### src/rtl/astropix_spi_responder_emu.sv
// AstroPix SPI responder emulator: buffers AXI-Stream frame bytes, shifts them out on a
// dual-lane MISO as the host clocks SPI, and captures MOSI bytes.
module astropix_spi_responder_emu #(
  parameter int unsigned DEPTH          = 32,
  parameter logic [7:0]  IDLE_BYTE      = 8'hBC,
  parameter bit          MOSI_MSB_FIRST = 1'b0
) (
  input  logic       clk_core,
  input  logic       clk_core_resn,
  input  logic [7:0] s_axis_tdata,
  input  logic       s_axis_tlast,
  input  logic       s_axis_tvalid,
  output logic       s_axis_tready,
  input  logic       spi_clk,
  input  logic       spi_csn,
  input  logic       spi_mosi,
  output logic [1:0] spi_miso,
  output logic       interruptn,
  output logic [7:0] rx_byte,
  output logic       rx_byte_valid,
  output logic       stat_tx_truncated,
  output logic [7:0] frames_pending
);
  localparam int unsigned AW = $clog2(DEPTH);

  typedef enum logic [1:0] {ST_IDLE, ST_LOAD, ST_SHIFT} state_t;

  logic [8:0]  fifo_mem [DEPTH];
  logic [AW:0] wr_ptr_q, wr_ptr_d, rd_ptr_q, rd_ptr_d;
  logic        tready_q, tready_d;
  logic [7:0]  frames_q, frames_d;
  logic        intn_q, intn_d;
  logic [2:0]  sclk_sync_q, csn_sync_q;
  logic [1:0]  mosi_sync_q;
  state_t      state_q, state_d;
  logic [7:0]  tx_sr_q, tx_sr_d;
  logic [1:0]  lane_q, lane_d;
  logic [1:0]  miso_q, miso_d;
  logic        trunc_q, trunc_d;
  logic [7:0]  rx_sr_q, rx_sr_d;
  logic [2:0]  rx_cnt_q, rx_cnt_d;
  logic [7:0]  rx_byte_q, rx_byte_d;
  logic        rx_valid_q, rx_valid_d;

  logic       sclk_rise, sclk_fall, csn_rise, csn_fall;
  logic       fifo_empty, wr_en, pop_en, load_now;
  logic       tlast_in, tlast_out;
  logic [8:0] fifo_head;
  logic [7:0] load_byte;

  // Bit 0 is the first synchronizer stage, bit 2 the edge-detect history stage.
  assign sclk_rise = sclk_sync_q[1] & ~sclk_sync_q[2];
  assign sclk_fall = ~sclk_sync_q[1] & sclk_sync_q[2];
  assign csn_rise  = csn_sync_q[1] & ~csn_sync_q[2];
  assign csn_fall  = ~csn_sync_q[1] & csn_sync_q[2];

  assign fifo_empty = (wr_ptr_q == rd_ptr_q);
  assign fifo_head  = fifo_mem[rd_ptr_q[AW-1:0]];
  assign wr_en      = s_axis_tvalid & tready_q;
  assign load_byte  = fifo_empty ? IDLE_BYTE : fifo_head[7:0];
  assign pop_en     = load_now & ~fifo_empty;
  assign tlast_in   = wr_en & s_axis_tlast;
  assign tlast_out  = pop_en & fifo_head[8];

  always_ff @(posedge clk_core) begin
    if (wr_en) begin
      fifo_mem[wr_ptr_q[AW-1:0]] <= {s_axis_tlast, s_axis_tdata};
    end
  end

  always_comb begin
    wr_ptr_d = wr_ptr_q + {{AW{1'b0}}, wr_en};
    rd_ptr_d = rd_ptr_q + {{AW{1'b0}}, pop_en};
    tready_d = !((wr_ptr_d[AW] != rd_ptr_d[AW]) &&
                 (wr_ptr_d[AW-1:0] == rd_ptr_d[AW-1:0]));
    frames_d = frames_q;
    if (tlast_in && !tlast_out) begin
      if (frames_q != 8'hFF) frames_d = frames_q + 8'd1;
    end else if (tlast_out && !tlast_in) begin
      if (frames_q != 8'h00) frames_d = frames_q - 8'd1;
    end
    intn_d = (frames_q == 8'h00);
  end

  // The 4th falling edge of a byte reloads instead of shifting, so MISO never stalls.
  always_comb begin
    state_d  = state_q;
    tx_sr_d  = tx_sr_q;
    lane_d   = lane_q;
    miso_d   = miso_q;
    trunc_d  = 1'b0;
    load_now = 1'b0;
    if (csn_rise) begin
      state_d = ST_IDLE;
      lane_d  = 2'd0;
      miso_d  = 2'b00;
      trunc_d = (state_q == ST_SHIFT) && (lane_q != 2'd0);
    end else begin
      case (state_q)
        ST_IDLE: begin
          if (csn_fall) state_d = ST_LOAD;
        end
        ST_LOAD: load_now = 1'b1;
        ST_SHIFT: begin
          if (sclk_fall) begin
            if (lane_q == 2'd3) begin
              load_now = 1'b1;
            end else begin
              tx_sr_d = {2'b00, tx_sr_q[7:2]};
              lane_d  = lane_q + 2'd1;
              miso_d  = tx_sr_q[3:2];
            end
          end
        end
        default: state_d = ST_IDLE;
      endcase
      if (load_now) begin
        state_d = ST_SHIFT;
        tx_sr_d = load_byte;
        lane_d  = 2'd0;
        miso_d  = load_byte[1:0];
      end
    end
  end

  always_comb begin
    rx_sr_d    = rx_sr_q;
    rx_cnt_d   = rx_cnt_q;
    rx_byte_d  = rx_byte_q;
    rx_valid_d = 1'b0;
    if (csn_rise) begin
      rx_cnt_d = 3'd0;
    end else if (!csn_sync_q[1] && sclk_rise) begin
      rx_sr_d  = MOSI_MSB_FIRST ? {rx_sr_q[6:0], mosi_sync_q[1]}
                                : {mosi_sync_q[1], rx_sr_q[7:1]};
      rx_cnt_d = rx_cnt_q + 3'd1;
      if (rx_cnt_q == 3'd7) begin
        rx_byte_d  = rx_sr_d;
        rx_valid_d = 1'b1;
      end
    end
  end

  always_ff @(posedge clk_core or negedge clk_core_resn) begin
    if (!clk_core_resn) begin
      wr_ptr_q    <= '0;
      rd_ptr_q    <= '0;
      tready_q    <= 1'b0;
      frames_q    <= 8'h00;
      intn_q      <= 1'b1;
      sclk_sync_q <= 3'b000;
      csn_sync_q  <= 3'b111;
      mosi_sync_q <= 2'b00;
      state_q     <= ST_IDLE;
      tx_sr_q     <= 8'h00;
      lane_q      <= 2'd0;
      miso_q      <= 2'b00;
      trunc_q     <= 1'b0;
      rx_sr_q     <= 8'h00;
      rx_cnt_q    <= 3'd0;
      rx_byte_q   <= 8'h00;
      rx_valid_q  <= 1'b0;
    end else begin
      wr_ptr_q    <= wr_ptr_d;
      rd_ptr_q    <= rd_ptr_d;
      tready_q    <= tready_d;
      frames_q    <= frames_d;
      intn_q      <= intn_d;
      sclk_sync_q <= {sclk_sync_q[1:0], spi_clk};
      csn_sync_q  <= {csn_sync_q[1:0], spi_csn};
      mosi_sync_q <= {mosi_sync_q[0], spi_mosi};
      state_q     <= state_d;
      tx_sr_q     <= tx_sr_d;
      lane_q      <= lane_d;
      miso_q      <= miso_d;
      trunc_q     <= trunc_d;
      rx_sr_q     <= rx_sr_d;
      rx_cnt_q    <= rx_cnt_d;
      rx_byte_q   <= rx_byte_d;
      rx_valid_q  <= rx_valid_d;
    end
  end

  assign s_axis_tready     = tready_q;
  assign spi_miso          = miso_q;
  assign interruptn        = intn_q;
  assign rx_byte           = rx_byte_q;
  assign rx_byte_valid     = rx_valid_q;
  assign stat_tx_truncated = trunc_q;
  assign frames_pending    = frames_q;
endmodule

### config.mk
export PLATFORM = sky130hd
export DESIGN_NAME = astropix_spi_responder_emu
export DESIGN_NICKNAME = d
export VERILOG_FILES = /design/src/rtl/astropix_spi_responder_emu.sv
export SDC_FILE = /design/constraint.sdc
export NUM_CORES = 1
export LEC_CHECK = 0
export CAP_MARGIN = 20
export CORE_ASPECT_RATIO = 2
export CORE_MARGIN = 1
export CORE_UTILIZATION = 65
export DETAILED_ROUTE_END_ITERATION = 8
export PLACE_DENSITY_LB_ADDON = 0.15
export REMOVE_ABC_BUFFERS = 1
export SLEW_MARGIN = 0
export SYNTH_ARGS = -nofsm -noshare
export SYNTH_HDL_FRONTEND = slang
export SYNTH_SLANG_ARGS = --single-unit
export TNS_END_PERCENT = 1
### constraint.sdc
create_clock -name clk_core -period 5.4 [get_ports clk_core]
set_input_delay 1.08 -clock clk_core [delete_from_list [all_inputs] [get_ports clk_core]]
set_output_delay 1.08 -clock clk_core [all_outputs]
set_load 0.02 [all_outputs]
==> results.md <==
* Die outline width at roughly 110 µm
* Resize count post-CTS at 0
* Area contributors post-synth: edfxtp_1, mux4_2, dfrtp_1
* Final WS setup at 1.255 ns
* Final Hold Vio Count at 0
* Setup TNS at 0 ns
* DP HPWL at 20.43 mm
* Total Wirelength at 31.10 mm
* Synth top area share at 0.6133
* CTS max path bufs at 3
* Reg2Reg Capture Point: frames_pending[7]$_DFFE_PN0P_
* Dpl ws at ~1.3 ns
* Unique masters post-synth at 50
* Mapped Area at 0.01410 mm²
* Via/cell ratio at 6.668
* GRT overflow at 0
* GR Util All Layers at 0.2899
* Antenna violations before repair at 0
* Mapped Cells at 765
* Worst Skew at 0.01590 ns
* Wire length per cell at between 20 and 30 µm
* Register clock-pin slew on the reported worst setup and hold paths at 0.07 ns
* Yosys reg bits at 350
* Ant. Diodes at 0
* RSZ-0062 raised after global routing: false
* GP Congestion at 0.9211
* Part of the cycle the worst path needs at 0.7677
* Synth async-reset ratio at 0.1771
* R2R Setup Slk at ~1.3 ns
* Worst Hold Class: input port to async pin
* Fmax at 241.2 MHz
* Total power at 7.828 mW
* Relative slew slack at 0.2618
* Post-synth top area cell: edfxtp_1
* CP Max Fanout at 29
* Reg2Reg Depth at 12
* Mean Syn Cell Area at 18.43 µm²
* Layout area overhead at 12.30%
* Total number of vias at 7375
* # H-tree levels at 1
* Top post-synthesis cells by count: edfxtp_1, mux4_2, dfrtp_1
* Pin count of the biggest net entering global routing at 59
* Slew @ Worst Pin at 1.103 ns
* Reg2reg start: rd_ptr_q[0]$_DFF_PN0_
* DR iter-0 viols at 618
* Post-DRT Antenna Nets at 0
* Critical Path RT at 5.88 ns
* EDFF count, synth at 288
* First-pass DRT Iterations at 6
* Core area at 0.02111 mm²
* Status: completed
* IO Count at 37
* CP arrival at 4.62 ns
* Post-layout minimum cycle time at 4.145 ns
* Hold Buf Count CTS at 0
* Die outline height at 210.3 µm
* Top-count cell post-synth: edfxtp_1
* Storage cell area at between 0.01 and 0.015 mm²
* Area after DPL at 0.01471 mm²
* Lkg Pwr at between 5 and 6 nW
* Root Buffer: clkbuf_16
* Hold WS at 0.3255 ns
* Starting Density at 0.6679
* Cell row count at 75
* Worst setup SP type: register
* Max IR drop VDD at 0.4681 mV
* Fin cells at roughly 1100
* Clock sinks at 350
* Setup violators final at 0
* TritonCTS buffer count at 29
* Placed Instances at approximately 1000
* First-pass GRT wire length at 45.99 mm
* Critical path class: register to register
* Post-CTS Setup Repair Bufs at 0
* Port Buffers at 36
* Primary FF master, synth: edfxtp_1
* Multi-input gate area at 0.003671 mm²
* Total die area at 0.02232 mm²
* Share of layout cells above drive strength 1 at 0.1995
* Vias in the first global route at 7667
* CTS tree: done
* Register area share after synthesis at 0.7236
* Final Max Tran Viols at 0
* Pwr Density at 494.3 mW/mm²
* Worst setup startpoint: rd_ptr_q[0]$_DFF_PN0_
* Design Area, Final at 0.01584 mm²
* Fill cells at approximately 1200
* Critical path endpoint category: register
* Max_cap viols at 0
* Yosys warnings at 0
* Final Util at 0.7500
* Clock Latency Late Sink at ~0.56 ns
* Drt drc at 0
* NumNets Final at 852
## worst max-delay path, stage by stage, from the launching register on
cell      delay [ns]
dfrtp_4         0.79
mux4_2          0.60
mux4_2          0.48
and3_1          0.19
a31oi_1         0.19
ha_1            0.19
inv_1           0.15
ha_1            0.31
a21oi_1         0.19
o211ai_1        0.16
o41ai_1         0.35
mux2i_1         0.29
xor2_1          0.17
## sequential cells by signal, summed over array words and instances (netlist names)
signal	cells
fifo_mem	288
frames_pending	8
rx_byte	8
rx_sr_q	7
rd_ptr_q	6
tx_sr_q	6
wr_ptr_q	6
csn_sync_q	3
rx_cnt_q	3
sclk_sync_q	3
lane_q	2
mosi_sync_q	2
spi_miso	2
state_q	2
interruptn	1
rx_byte_valid	1
s_axis_tready	1
stat_tx_truncated	1
## how the worst max path moves through the flow
| stage | to | slack, ns | cells past startpoint |
|---|---|---|---|
| after detailed placement | frames_pending[7]$_DFFE_PN0P_ | 1.26 | 12 |
| after floorplan | frames_pending[7]$_DFFE_PN0P_ | -0.53 | 12 |
| after global placement | frames_pending[7]$_DFFE_PN0P_ | 1.06 | 13 |
| after global routing | frames_pending[7]$_DFFE_PN0P_ | 1.04 | 13 |
| final | frames_pending[7]$_DFFE_PN0P_ | 1.25 | 12 |
| after CTS | frames_pending[7]$_DFFE_PN0P_ | 1.24 | 12 |
## layout make-up
| cell class | count | share of cell area |
|---|---|---|
| Multi-Input combinational cell | 367 | 0.2318 |
| Clock inverter | 22 | 0.01398 |
| Tap cell | 269 | 0.02125 |
| Clock buffer | 29 | 0.04582 |
| Sequential cell | 350 | 0.6447 |
| Timing Repair Buffer | 54 | 0.03887 |
| Inverter | 15 | 0.003555 |
## cells in the final DEF (no fill, tap or decap), drive strengths merged, types with 6 or more instances in the layout
| cell | synthesis | layout |
|---|---|---|
| edfxtp | 288 | 288 |
| mux4 | 71 | 71 |
| dfrtp | 58 | 58 |
| nor2 | 57 | 57 |
| clkdlybuf4s50 | 0 | 35 |
| clkbuf | 12 | 29 |
| nand2 | 22 | 22 |
| mux2 | 21 | 21 |
| ha | 19 | 19 |
| buf | 21 | 19 |
| xor2 | 16 | 16 |
| inv | 15 | 15 |
| mux2i | 13 | 13 |
| clkinv | 0 | 13 |
| xnor2 | 11 | 11 |
| a21oi | 11 | 11 |
| nor2b | 10 | 10 |
| nor3 | 10 | 10 |
| o22ai | 10 | 10 |
| nand3 | 8 | 8 |
| and3 | 8 | 8 |
| a221oi | 8 | 8 |
| a22o | 8 | 8 |
| nand3b | 6 | 6 |
| o21ai | 6 | 6 |
## kinds of logic after synthesis
family,count (synthesis),synth area share
multiplexers,105,0.1394
adder cells (fa/ha/maj),20,0.01828
buffers and inverters,48,0.01606
AO/OA/AOI/OAI,68,0.03469
XOR/XNOR,27,0.01677
AND/OR/NAND/NOR,147,0.05119
flip-flops,350,0.7236
## layer usage
| metal | GRT usage | part of all wire | vias up |
|---|---|---|---|
| met1 | 0.3309 | 0.32 | 3748 |
| met3 | 0.03092 | 0.059 | 104 |
| met4 | 0.1767 | 0.069 | 0 |
| li1 | - | - | 3148 |
| met5 | 0 | 0 | - |
| met2 | 0.5188 | 0.55 | 375 |
## power by group
| group | internal [mW] | switching, mW |
|---|---|---|
| logic | 1.02 | 1.24 |
| registers | 3.21 | 0.261 |
| clock network | 1.17 | 0.937 |
Power figures use the tool's default switching activity.
